<file path="src/rtl/piece_mover.sv">
// piece_mover: spawns, moves, rotates and locks the falling piece against board collision queries
module piece_mover #(
    parameter int         GRAV_FRAMES = 30,
    parameter logic [3:0] SPAWN_X     = 4'd4,
    parameter logic [4:0] SPAWN_Y     = 5'd0
) (
    input  logic       Clk,
    input  logic       Reset,
    input  logic       frame_clk,
    input  logic [2:0] Game_State,
    input  logic       Active_O,
    input  logic       Active_T,
    input  logic       Active_RL,
    input  logic       Active_RF,
    input  logic       Active_LL,
    input  logic       Active_LF,
    input  logic       Active_I,
    input  logic       LEFT,
    input  logic       RIGHT,
    input  logic       UP,
    input  logic       DOWN,
    output logic       Query,
    output logic [3:0] Cand_X,
    output logic [4:0] Cand_Y,
    output logic [1:0] Cand_Rot,
    input  logic       Query_Ack,
    input  logic       Collide,
    output logic [2:0] Piece_Type,
    output logic [3:0] Piece_X,
    output logic [4:0] Piece_Y,
    output logic [1:0] Piece_Rot,
    output logic       Piece_Live,
    output logic       En_New_Static,
    output logic       Top_Out
);
    typedef enum logic [2:0] {IDLE, SPAWN_CHK, LIVE, MOVE_CHK, LOCK} state_t;
    state_t     state_q, state_d;
    logic       play, fc_q, fc_rise, counting, tick, grav;
    logic [2:0] spawn_type;
    logic [5:0] cnt_q, cnt_d;
    logic       pend_q, pend_d, down_q, down_d, top_q, top_d;
    logic [2:0] ctype_q, ctype_d, type_q, type_d;
    logic [3:0] cx_q, cx_d, px_q, px_d;
    logic [4:0] cy_q, cy_d, py_q, py_d;
    logic [1:0] cr_q, cr_d, pr_q, pr_d;
    assign play       = Game_State == 3'b001;
    assign fc_rise    = frame_clk & ~fc_q;
    assign counting   = state_q == LIVE || state_q == MOVE_CHK;
    assign tick       = counting && fc_rise && cnt_q == 6'(GRAV_FRAMES - 1);
    assign grav       = pend_q | tick;
    assign spawn_type = Active_O ? 3'd1 : Active_T ? 3'd2 : Active_RL ? 3'd3 : Active_RF ? 3'd4 :
                        Active_LL ? 3'd5 : Active_LF ? 3'd6 : Active_I ? 3'd7 : 3'd0;
    always_ff @(posedge Clk) begin
        if (Reset) begin
            state_q <= IDLE;
            fc_q    <= 1'b0;
            cnt_q   <= '0;
            pend_q  <= 1'b0;
            down_q  <= 1'b0;
            top_q   <= 1'b0;
            ctype_q <= '0;
            type_q  <= '0;
            cx_q    <= '0;
            cy_q    <= '0;
            cr_q    <= '0;
            px_q    <= '0;
            py_q    <= '0;
            pr_q    <= '0;
        end else begin
            state_q <= state_d;
            fc_q    <= frame_clk;
            cnt_q   <= cnt_d;
            pend_q  <= pend_d;
            down_q  <= down_d;
            top_q   <= top_d;
            ctype_q <= ctype_d;
            type_q  <= type_d;
            cx_q    <= cx_d;
            cy_q    <= cy_d;
            cr_q    <= cr_d;
            px_q    <= px_d;
            py_q    <= py_d;
            pr_q    <= pr_d;
        end
    end
    always_comb begin
        state_d = state_q;
        cnt_d   = !counting ? 6'd0 : tick ? 6'd0 : fc_rise ? cnt_q + 6'd1 : cnt_q;
        pend_d  = pend_q | (state_q == MOVE_CHK && tick);
        down_d  = down_q;
        top_d   = 1'b0;
        ctype_d = ctype_q;
        type_d  = type_q;
        cx_d    = cx_q;
        cy_d    = cy_q;
        cr_d    = cr_q;
        px_d    = px_q;
        py_d    = py_q;
        pr_d    = pr_q;
        if (!play) begin
            state_d = IDLE;
        end else begin
            case (state_q)
                IDLE: if (spawn_type != 3'd0) begin
                    ctype_d = spawn_type;
                    cx_d    = SPAWN_X;
                    cy_d    = SPAWN_Y;
                    cr_d    = 2'd0;
                    state_d = SPAWN_CHK;
                end
                SPAWN_CHK: if (Query_Ack) begin
                    if (Collide) begin
                        top_d   = 1'b1;
                        state_d = IDLE;
                    end else begin
                        type_d  = ctype_q;
                        px_d    = cx_q;
                        py_d    = cy_q;
                        pr_d    = cr_q;
                        state_d = LIVE;
                    end
                end
                LIVE: begin
                    cx_d = px_q;
                    cy_d = py_q;
                    cr_d = pr_q;
                    if (grav || DOWN) begin
                        pend_d  = 1'b0;
                        down_d  = 1'b1;
                        cy_d    = py_q + 5'd1;
                        state_d = py_q == 5'd31 ? LOCK : MOVE_CHK;
                    end else if (LEFT) begin
                        down_d  = 1'b0;
                        cx_d    = px_q - 4'd1;
                        state_d = px_q == 4'd0 ? LIVE : MOVE_CHK;
                    end else if (RIGHT) begin
                        down_d  = 1'b0;
                        cx_d    = px_q + 4'd1;
                        state_d = px_q == 4'd15 ? LIVE : MOVE_CHK;
                    end else if (UP) begin
                        down_d  = 1'b0;
                        cr_d    = pr_q + 2'd1;
                        state_d = MOVE_CHK;
                    end
                end
                MOVE_CHK: if (Query_Ack) begin
                    if (!Collide) begin
                        px_d    = cx_q;
                        py_d    = cy_q;
                        pr_d    = cr_q;
                        state_d = LIVE;
                    end else begin
                        state_d = down_q ? LOCK : LIVE;
                    end
                end
                LOCK: state_d = IDLE;
                default: state_d = IDLE;
            endcase
        end
        if (state_d != LIVE && state_d != MOVE_CHK) begin
            cnt_d  = 6'd0;
            pend_d = 1'b0;
        end
    end
    always_comb begin
        Query         = state_q == SPAWN_CHK || state_q == MOVE_CHK;
        Piece_Live    = state_q == LIVE || state_q == MOVE_CHK || state_q == LOCK;
        En_New_Static = state_q == LOCK && play;
    end
    assign Top_Out    = top_q;
    assign Cand_X     = cx_q;
    assign Cand_Y     = cy_q;
    assign Cand_Rot   = cr_q;
    assign Piece_Type = type_q;
    assign Piece_X    = px_q;
    assign Piece_Y    = py_q;
    assign Piece_Rot  = pr_q;
endmodule

</file>
<file path="config.mk">
export PLATFORM = sky130hd
export DESIGN_NAME = piece_mover
export DESIGN_NICKNAME = d
export VERILOG_FILES = /design/src/rtl/piece_mover.sv
export SDC_FILE = /design/constraint.sdc
export NUM_CORES = 1
export LEC_CHECK = 0
export BUFFER_PORTS_ARGS = -buffer_cell sky130_fd_sc_hd__buf_2
export CORE_UTILIZATION = 44
export CTS_CLUSTER_SIZE = 10
export DETAILED_ROUTE_END_ITERATION = 8
export PLACE_DENSITY = 0.78
export SKIP_LAST_GASP = 1
export SYNTH_ARGS = -nofsm -noshare
export SYNTH_HDL_FRONTEND = slang
export SYNTH_SLANG_ARGS = --single-unit
</file>
<file path="constraint.sdc">
create_clock -name Clk -period 2.27 [get_ports Clk]
set_input_delay 0.1135 -clock Clk [delete_from_list [all_inputs] [get_ports Clk]]
set_output_delay 0.1135 -clock Clk [all_outputs]
set_load 0.05 [all_outputs]
</file>
==> impl_metrics.toml <==
[status]
status = "complete, no violations"

[hold_path]
hold_path_class = "in -> reg"
whs_path_depth = 2

[grt]
antenna_found_initial = 0
grt_pass1_wl_mm = 8.54
grt-ovfl-total = 0
grt_max_degree = 24
grt_pass1_vias = 1860
grtUsageTotal_pct = 21.2

[timing]
skew_ps = 6.70
rsz0062_at_grt = "no"
final.setup.tns_ps = 0
fmax_mhz = 500
finalHoldWorstSlack_ps = 85.1
hold_viol_final = 0
setup-violations-final = 0
max_slew_margin_pct = 55.3
tightest_slew_ps = 671
drv_slew = 0
min_period_over_period_pct = 88.1
min_period_ps = 2000

[synth]
synth_warnings = 0
synth_top_family_by_area = "simple AND/OR/NAND/NOR gates"
synth-simple-area-share_pct = 26.6
netlist_area_mm2 = 0.00214
syn_nets = 266
seq_area_frac_synth_pct = 38.4
async_reset_ff_share_pct = 0
synthAdderAreaFrac_pct = 3.51
yosysUniqueCellTypes = 53
ys_ff_latch = 41
synthCells = 241
avgSynthCellArea_um2 = 8.86
synth_compound_area_share_pct = 17.0
synth_xor_area_share_pct = 3.28
synth_edf_count = 0
synthFlopType = "dfxtp_1"
synth_mux_area_share_pct = 8.03

[setup_path]
cp-end-kind = "flip-flop"
r2r_cells = 4
start_kind = "flip-flop"
worstSetupPathType = "reg -> reg"
crit_fanout = 11
worstPathRequired_ps = 2460
cp_data_arrival_time_ps = 2190

[job]
max_cap_viol_count = 0

[clock_tree]
clockBufferDepth = 2
clk_pin_slew_ps = 80
cts_setup_buffers = 0
clock_sinks = 41
cts_tree = "yes"
clock_latency_ps = 300
root_buffer = "clkbuf_8"
cts_resized = 0
cts-buffers-inserted = 5
hold_buffers = 0
htree_num_levels = 2

[layout]
drive_gt1_share_pct = 22.4
multiInputGateArea_mm2 = 0.00125
seq_area_um2 = 821
fill_cells = 417
layout_commonest_cell = "buf_2"
layout.nets = 319
n_antenna_cell = 0
area_delta_synth_final_pct = 18.8
final_cell_mix = "47 x buf_2, 41 x dfxtp_1, 24 x nor2_1, 16 x mux2i_1, 13 x nand2_1"

[route]
num_vias = 2085
drt_iter0_drc = 179
drtAntennaViolNets = 0
drt_pass1_iterations = 4
wire_per_inst_um = 14.8
drcViolationCount = 0
postRouteWirelength_mm = 5.13
vias_per_cell = 6.01

[floorplan]
coreArea_mm2 = 0.00450
start_util_pct = 47.4
ioPinCount = 48
rows = 24
fp.dieArea_mm2 = 0.00514
die_w_um = 71.7
fp.dieH_um = 71.7

[placed_design]
place_hpwl_mm = 3.70
gp_congestion = 0.843
portBuffers = 47

[power]
power_leakage_nw = 1.10
p_per_area_mw_per_mm2 = 514
vdd.ir_drop.worst_uv = 235
layer usage:
layer / vias to the layer above / track usage, % / wire length, um
li1: 1024 / - / -
met4: 0 / 9.59 / 97
met2: 72 / 32.3 / 2310
met1: 979 / 28.7 / 2420
met5: - / 0 / 0
met3: 10 / 4.78 / 299
worst max-delay path, stage by stage (launching register included):
cell and delay, ps:
dfxtp_1 480, inv_1 190, or4b_1 890, mux2i_1 270, nor2_1 60
flip-flops by register name (all words and copies together) (netlist names), 2 cells and up:
name / count
Cand_Rot: 2
Cand_X: 4
Cand_Y: 5
Piece_Rot: 2
Piece_Type: 3
Piece_X: 4
Piece_Y: 5
cnt_q: 6
ctype_q: 3
state_q: 3
cell families after synthesis:
family / Yosys count
and+or+nand+nor: 102
AOI/OAI and AO/OA: 50
DFF: 41
buffers and inverters: 17
muxes: 17
xor gates and xnor gates: 8
adders and majority gates: 6
per-stage QoR:
| step | setup WS [ps] | instance area [um^2] | total power (W) | util (%) | cells |
|---|---|---|---|---|---|
| 6_report | 270 | 2540 | 0.00130 | 56.3 | 347 |
| 5_1_grt | 107 | 2540 | 0.00136 | 56.3 | 347 |
| 4_1_cts | 287 | 2540 | 0.00132 | 56.3 | 347 |
| 3_5_place_dp | 254 | 2450 | 0.000859 | 54.5 | 339 |
| 3_3_place_gp | 298 | 2450 | 0.000857 | 54.5 | 339 |
| 2_1_floorplan | 230 | 2140 | 0.000811 | - | 241 |
power by group:
part | switching, W | leakage [nW] | total (W) | internal (W)
combinational | 0.0000713 | 0.723 | 0.000114 | 0.0000431
clock | 0.000248 | 0.0450 | 0.000461 | 0.000213
sequential | 0.00000451 | 0.331 | 0.000729 | 0.000724
total | 0.000324 | 1.10 | 0.00130 | 0.000981
synthesized netlist by cell type, drive strengths merged, types with 3 or more instances:
| master | count | area share, % |
|---|---|---|
| xnor2 | 4 | 1.6 |
| nand2b | 3 | 0.88 |
| ha | 6 | 3.5 |
| nand4 | 7 | 2.1 |
| nor3 | 12 | 2.8 |
| a21oi | 4 | 0.94 |
| nor2 | 24 | 4.2 |
| mux2i | 16 | 7.5 |
| clkbuf | 5 | 0.88 |
| a32oi | 3 | 1.2 |
| o21ai | 11 | 2.6 |
| o311ai | 4 | 1.6 |
| o2bb2ai | 3 | 1.2 |
| nor2b | 6 | 1.8 |
| a31oi | 6 | 1.8 |
| nand3 | 11 | 2.6 |
| buf | 3 | 0.70 |
| inv | 9 | 1.6 |
| or2 | 3 | 1.0 |
| nor4 | 3 | 0.88 |
| xor2 | 4 | 1.6 |
| dfxtp | 41 | 38 |
| or4 | 3 | 1.1 |
| nand2 | 13 | 2.3 |
layout make-up:
| class | count | area share, % |
|---|---|---|
| inverter | 9 | 1.33 |
| multi-input combinational | 183 | 49.2 |
| timing repair buffer | 54 | 11.3 |
| clock buffer | 6 | 2.86 |
| tap | 52 | 2.56 |
| clock inverter | 2 | 0.394 |
| sequential | 41 | 32.3 |
path summary, 6_finish.rpt:
| check | start | to | slack (ps) |
|---|---|---|---|
| worst max-delay path | state_q[0] | Piece_Y[0] | 270 |
| worst min register to register | ctype_q[1] | ctype_q[1] | 460 |
| worst min-delay path | frame_clk | fc_q | 90 |
| worst max register to register | state_q[0] | Piece_Y[0] | 270 |
No activity file was read; power rests on OpenSTA's default activity.
